--- src/rtl/pipe_stage.sv ---
// pipe_stage: valid/ready pipeline register with optional skid entry and
// stall/bubble performance counters.
//
// State table (SKID=1):
//   state    | meaning
//   ST_EMPTY | no entry held, in_ready=1
//   ST_ONE   | main register holds the head entry
//   ST_TWO   | main and skid registers both full, in_ready=0
//
// Ports:
//   clk, rst              rising-edge clock, async active-high reset
//   flush                 synchronous kill of every held entry
//   in_valid/in_data      upstream entry and payload
//   in_ready              stage accepts an entry this cycle
//   out_valid/out_data    downstream entry and payload
//   out_ready             downstream accepts this cycle
//   stall_cnt             saturating count of out_valid & !out_ready cycles
//   bubble_cnt            saturating count of !out_valid & out_ready cycles
//   occupancy             number of held entries (0..2)
module pipe_stage #(
    parameter int DW   = 32,
    parameter int SKID = 1,
    parameter int CW   = 16
) (
    input  logic          clk,
    input  logic          rst,
    input  logic          flush,
    input  logic          in_valid,
    input  logic [DW-1:0] in_data,
    output logic          in_ready,
    output logic          out_valid,
    output logic [DW-1:0] out_data,
    input  logic          out_ready,
    output logic [CW-1:0] stall_cnt,
    output logic [CW-1:0] bubble_cnt,
    output logic [1:0]    occupancy
);

    typedef enum logic [1:0] {
        ST_EMPTY = 2'd0,
        ST_ONE   = 2'd1,
        ST_TWO   = 2'd2
    } state_t;

    logic [CW-1:0] stall_q;
    logic [CW-1:0] bubble_q;

    assign stall_cnt  = stall_q;
    assign bubble_cnt = bubble_q;

    // Counters sample the pre-edge handshake, so a flush cycle still counts.
    always_ff @(posedge clk or posedge rst) begin
        if (rst) begin
            stall_q  <= '0;
            bubble_q <= '0;
        end else begin
            if (out_valid && !out_ready && (stall_q != '1))
                stall_q <= stall_q + 1'b1;
            if (!out_valid && out_ready && (bubble_q != '1))
                bubble_q <= bubble_q + 1'b1;
        end
    end

    generate
        if (SKID != 0) begin : g_skid
            state_t        state;
            logic [DW-1:0] main_q;
            logic [DW-1:0] skid_q;
            logic          ready_q;
            logic          valid_q;
            logic          in_fire;
            logic          out_fire;

            assign in_fire   = in_valid & ready_q;
            assign out_fire  = valid_q & out_ready;
            assign in_ready  = ready_q;
            assign out_valid = valid_q;
            assign out_data  = main_q;
            assign occupancy = (state == ST_TWO) ? 2'd2 :
                               (state == ST_ONE) ? 2'd1 : 2'd0;

            // Payload registers are only loaded, never cleared outside reset.
            always_ff @(posedge clk or posedge rst) begin
                if (rst) begin
                    state   <= ST_EMPTY;
                    main_q  <= '0;
                    skid_q  <= '0;
                    ready_q <= 1'b1;
                    valid_q <= 1'b0;
                end else if (flush) begin
                    state   <= ST_EMPTY;
                    ready_q <= 1'b1;
                    valid_q <= 1'b0;
                end else begin
                    case (state)
                        ST_EMPTY: begin
                            if (in_fire) begin
                                main_q  <= in_data;
                                valid_q <= 1'b1;
                                state   <= ST_ONE;
                            end
                        end
                        ST_ONE: begin
                            if (in_fire && out_fire) begin
                                main_q <= in_data;
                            end else if (in_fire) begin
                                skid_q  <= in_data;
                                ready_q <= 1'b0;
                                state   <= ST_TWO;
                            end else if (out_fire) begin
                                valid_q <= 1'b0;
                                state   <= ST_EMPTY;
                            end
                        end
                        ST_TWO: begin
                            // ready_q is low here, so no in-transfer can coincide.
                            if (out_fire) begin
                                main_q  <= skid_q;
                                ready_q <= 1'b1;
                                state   <= ST_ONE;
                            end
                        end
                        default: begin
                            state   <= ST_EMPTY;
                            ready_q <= 1'b1;
                            valid_q <= 1'b0;
                        end
                    endcase
                end
            end
        end else begin : g_single
            logic [DW-1:0] data_q;
            logic          valid_q;
            logic          in_fire;
            logic          out_fire;

            // Accept whenever the register is empty or being drained this cycle.
            assign in_ready  = !valid_q | out_ready;
            assign in_fire   = in_valid & in_ready;
            assign out_fire  = valid_q & out_ready;
            assign out_valid = valid_q;
            assign out_data  = data_q;
            assign occupancy = {1'b0, valid_q};

            always_ff @(posedge clk or posedge rst) begin
                if (rst) begin
                    data_q  <= '0;
                    valid_q <= 1'b0;
                end else if (flush) begin
                    valid_q <= 1'b0;
                end else if (in_fire) begin
                    data_q  <= in_data;
                    valid_q <= 1'b1;
                end else if (out_fire) begin
                    valid_q <= 1'b0;
                end
            end
        end
    endgenerate

endmodule

--- config.mk ---
export PLATFORM = sky130hd
export DESIGN_NAME = pipe_stage
export DESIGN_NICKNAME = d
export VERILOG_FILES = /design/src/rtl/pipe_stage.sv
export SDC_FILE = /design/constraint.sdc
export NUM_CORES = 1
export LEC_CHECK = 0
export CORE_MARGIN = 2
export CORE_UTILIZATION = 45
export DETAILED_ROUTE_END_ITERATION = 10
export PLACE_DENSITY = 0.78
export SLEW_MARGIN = 20
export SYNTH_ARGS = -nofsm -noshare
export SYNTH_HDL_FRONTEND = slang
export SYNTH_SLANG_ARGS = --single-unit
--- constraint.sdc ---
create_clock -name clk -period 3.3 [get_ports clk]
set_clock_uncertainty 0.2 [all_clocks]
set_input_delay 0.66 -clock clk [delete_from_list [all_inputs] [get_ports clk]]
set_output_delay 0.66 -clock clk [all_outputs]
set_load 0.05 [all_outputs]
# After elaboration in Yosys (flattened, before gate mapping)
# Cells that the tools add are included.
# word_totals
inputBits,37
elab_cells,67
out_inout_bits,68
ff_bits,100
# classes
addsub,2
n_eq_ne,16
n_reduce_logical,14
muxes,24
n_bitwise,4
# ops
operator,count
$mux W32,3
$pmux W32 S3,1
$add A16 B1 Y16 const B,2
$ne A16 B16 Y1 const B,2
$ne A3 B3 Y1 const B,6
$mux W2,7
$reduce_and A4 Y1,3
$mux W1,10
$reduce_and A5 Y1,2
$ne A2 B2 Y1 const B,4
$pmux W1 S3,2
$pmux W2 S3,1
$logic_and A1 B1 Y1,5
$ne A4 B4 Y1 const B,1
$reduce_bool A3 Y1,1
$and A1 B1 Y1,2
$eq A2 B1 Y1 const B,1
$eq A2 B2 Y1 const B,1
$logic_not A1 Y1,2
$logic_not A2 Y1,1
$ne A2 B1 Y1 const B,1
$not A1 Y1,2

# Logic depth before layout (Yosys ltp)
# logic_depth
ltp_word,6
depth_mapped,6
ltp_nobuf,5

# Worst setup path before layout
# Ideal clock, no wire load.
# synth_timing
path_type,register -> register
from,"reg stall_q[0], in the netlist stall_cnt[0]"
to,"reg stall_q[5], in the netlist stall_cnt[5]"
t_arrival_ns,2.028
required_time_ns,2.953
path_stages_with_launch,7
n_path_buf,1
setup_slack_ns,0.925
period_less_slack_ns,2.375
setup_ns,0.147
cell_sequence,dfrtp_1 > ha_1 > nand4_2 > or4_1 > buf_2 > and4_4 > xor2_1
# synth_via
elab_chain_cells,2
elab_cells_between_ends,3
cone_classes,1 x add/sub; 1 x eq/ne; 1 x reduce/logical
# synth_lines
element,line_no,text
start: declaration,45,logic [CW-1:0] stall_q;
start signal: assignment,58,stall_q <= stall_q + 1'b1;
branches (longest 2 deep; another with $add A16 B1 Y16),--,
# Several ways; the timed one is not identified.
# A chain may end at the register's enable or synchronous reset.

# Worst setup path in the final report
# layout_timing
from,reg g_skid.state[0]
to,out occupancy[0]
# layout_via
elab_chain_cells,3
elab_cells_between_ends,4
cone_classes,2 x eq/ne; 2 x mux
# layout_lines
element,line_no,text
start: declaration,66,state_t state;
start signal: assignment,85,state <= ST_EMPTY;
start signal: assignment,91,state <= ST_EMPTY;
start signal: assignment,100,state <= ST_ONE;
$eq A2 B1 Y1,80,(state == ST_ONE) ? 2'd1 : 2'd0;
$mux W1,80,
$mux W2 *,79,assign occupancy = (state == ST_TWO) ? 2'd2 :
end: declaration,36,output logic [1:0] occupancy
# Mark *: on every way between the ends. The rest lies on a longest branch, timed or not.

==> impl_metrics.tcl <==
set metrics [dict create \
    run_status "finished, final reports clean" \
    cts.sink_count 100 \
    die_area_sq_um 11100 \
    io-pin-count 105 \
    critPathRequiredTime_ns 2.44 \
    core_region_area_sq_um 9860 \
    num-nets-final 495 \
    synth.avg_cell_area_sq_um 13.4 \
    largest_net_degree_at_the_start_of_global_routing 53 \
    syn_to_final_growth_pct 31.9 \
    dieWidth_microns 105 \
    post-dp-hpwl_microns 6950 \
    critPathMaxStageDelay_ns 0.81 \
    post_route_cells_drive_above_1_share_pct 21.1 \
    clk-insertion-delay-late_ns 0.35 \
    layoutNonFillerInstCount 593 \
    cts_tree "done" \
    number_of_global_route_vias_before_repair 3385 \
    drt_total_wl_microns 9640 \
    finish.instance_area_sq_um 6090 \
    cp_data_arrival_time_ns 1.82 \
    synth_area_sq_um 4620 \
    synthesis.yosys.warnings 0 \
    synth.lib_cells_used.distinct 46 \
    firstDrtPassIters 4 \
    ctsRootBufferMaster "clkbuf_8" \
    tns_ns 0 \
    irDropWorstVdd_mv 0.663 \
    cts_resized 0 \
    syn-instance-count 346 \
    hold_path.class "reg -> reg" \
    final_antenna_net_count 0 \
    cellLeakagePower_nw 2.56 \
    dieHeight_microns 105 \
    postCtsHoldBufs 0 \
    grtUsageTotal_pct 18.1 \
    drc 0 \
    cts.repair_timing.setup_buffer_count 0 \
    post-layout-total-power_mw 5.21 \
    vias 3141 \
    synth.cells.most_frequent "dfrtp_1 (99), mux2_2 (62), mux2_1 (38)" \
    power_per_cell_area_nw_per_um2 854 \
    setup_repair_after_global_routing_missed_its_margin "no" \
    worst-path-max-fanout 7 \
    post_synth_main_area_contributors "dfrtp_1 (54%), mux2_2 (15%), mux2_1 (9.3%)" \
    initial_utilization_pct 46.8 \
    grt_remaining_overflow 0 \
    gp_congestion 0.895 \
    clock_tree.buffer_depth 2 \
    most_used_standard_cell_by_instance_count_after_synthesis "dfrtp_1" \
    port_buffers 104 \
    crit_path_start_kind "flop" \
    cts-buffers-inserted 9 \
    critical_path.cell_chain "nor2b_1, clkdlybuf4s50_1" \
    maxCapViolations 0 \
    tightest_slew_ns 0.613 \
    max_freq_ghz 0.373 \
    num_antenna_cells 0 \
    final-max-slew-violation-count 0 \
    finalCriticalPeriod_ns 2.68 \
    setup_viol 0 \
    placed_cells_incl_taps 578 \
    period_utilisation_layout_pct 81.2 \
    critical_path.endpoint_type "output port" \
    antenna_violations_before_repair 0 \
    cts.reportedPaths.clkPinSlew_ns 0.09 \
    initialDrtViolationCount 99 \
    detailed_place.area_sq_um 5860 \
    critical-path-slowest-cell "clkdlybuf4s50_1" \
    cts_max_level 3 \
    drt-wirelength-per-cell_microns 16.3 \
    timing.final.hold_violations 0 \
    synth_top_area_cell "dfrtp_1" \
    synth_top_area_share_pct 53.6 \
    row_count 36 \
    wire_length_of_the_first_global_routing_pass_microns 16300 \
    synth-async-reset-ratio_pct 100 \
    synth-seq-area-share_pct 54.2 \
    worst-setup-path-type "reg -> out" \
    synth_enable_flop_cells 0 \
    syn-num-nets 385 \
    postSynth.topFlopCell "dfrtp_1" \
    relSlewSlack_pct 58.8 \
    vias_per_cell 5.30 \
    postSynthRegisterBits 100 \
]
-- per-stage QoR --
| step | utilization (%) | hold WS, ns | setup slack, ns |
|---|---|---|---|
| after floorplan | - | 0.259 | 0.925 |
| after global placement | 59.4 | 0.267 | 0.623 |
| after detailed placement | 59.4 | 0.278 | 0.550 |
| after CTS | 61.8 | 0.300 | 0.588 |
| after global routing | 61.8 | 0.320 | 0.533 |
| final | 61.8 | 0.293 | 0.619 |
-- state kept, by name, summed over array words and instances, names as in the netlist --
register       cells
out_data          32
g_skid.state       2
bubble_cnt        16
in_ready           1
out_valid          1
g_skid.skid_q     32
stall_cnt         16
-- report_power, final --
part / switching, mW / total [mW] / internal (mW)
registers: 0.330 / 2.02 / 1.69
clock network: 0.407 / 0.928 / 0.521
logic: 1.37 / 2.25 / 0.882
-- routing by layer --
metal	up-vias	global-route usage [%]	wire length, microns
li1	1472	-	-
met1	1571	23.0	4140
met2	90	30.6	4800
met3	8	5.13	620
met4	0	4.57	73
met5	-	0	0
-- cells by family (layout without fill, tap and decap cells) --
logic type / Yosys count / count (layout) / synth area share [%]
buffers and inverters: 14 / 128 / 1.60
and+or+nand+nor: 86 / 86 / 11.6
xor gates and xnor gates: 28 / 28 / 5.31
AOI/OAI and AO/OA: 15 / 15 / 2.17
adders and majority gates: 2 / 2 / 0.541
DFF: 100 / 100 / 54.2
muxes: 101 / 101 / 24.6
-- critical path: cells and delay by family (launching register included) --
kind	cells	cell delay, ns
buffers and inverters	1	0.81
DFF	1	0.48
and+or+nand+nor	1	0.18
-- layout by cell type, fill, tap and decap left out, types with 3 or more instances in the layout --
master and count:
a21oi_1 3, and3_1 3, buf_4 6, bufinv_16 3
clkbuf_8 10, clkdlybuf4s50_1 103, dfrtp_1 99, mux2_1 38
mux2_2 62, nand2_1 11, nand2b_1 5, nand3_1 7
nand3b_1 4, nand4_1 12, nand4_2 3, nor2_1 8
nor3_1 8, nor4_1 8, o21ai_0 3, xnor2_1 10
xor2_1 18
-- cell type report --
class                   instances  area, sq um
clock inverters                 4         97.6
inverters                       2         11.3
flip-flops and latches        100         2500
fillers                       792         3770
multi-input cells             232         2060
well taps                     133          166
repair buffers                111         1120
clock buffers                  11          141
-- final timing paths --
check / start / to / slack, ns / cells after the start
worst max-delay path: g_skid.state[0]$_DFFE_PP0P_ / occupancy[0] / 0.62 / 2
worst min-delay path: out_data[7]$_DFFE_PP0P_ / out_data[7]$_DFFE_PP0P_ / 0.29 / 1
worst max register to register: stall_cnt[0]$_DFFE_PP0P_ / stall_cnt[1]$_DFFE_PP0P_ / 1.10 / 5
worst min register to register: out_data[7]$_DFFE_PP0P_ / out_data[7]$_DFFE_PP0P_ / 0.29 / 1
max in group asynchronous: rst / stall_cnt[10]$_DFFE_PP0P_ / 1.69 / 3
min in group asynchronous: rst / out_data[9]$_DFFE_PP0P_ / 0.48 / 2
No activity file was read; power rests on OpenSTA's default activity.
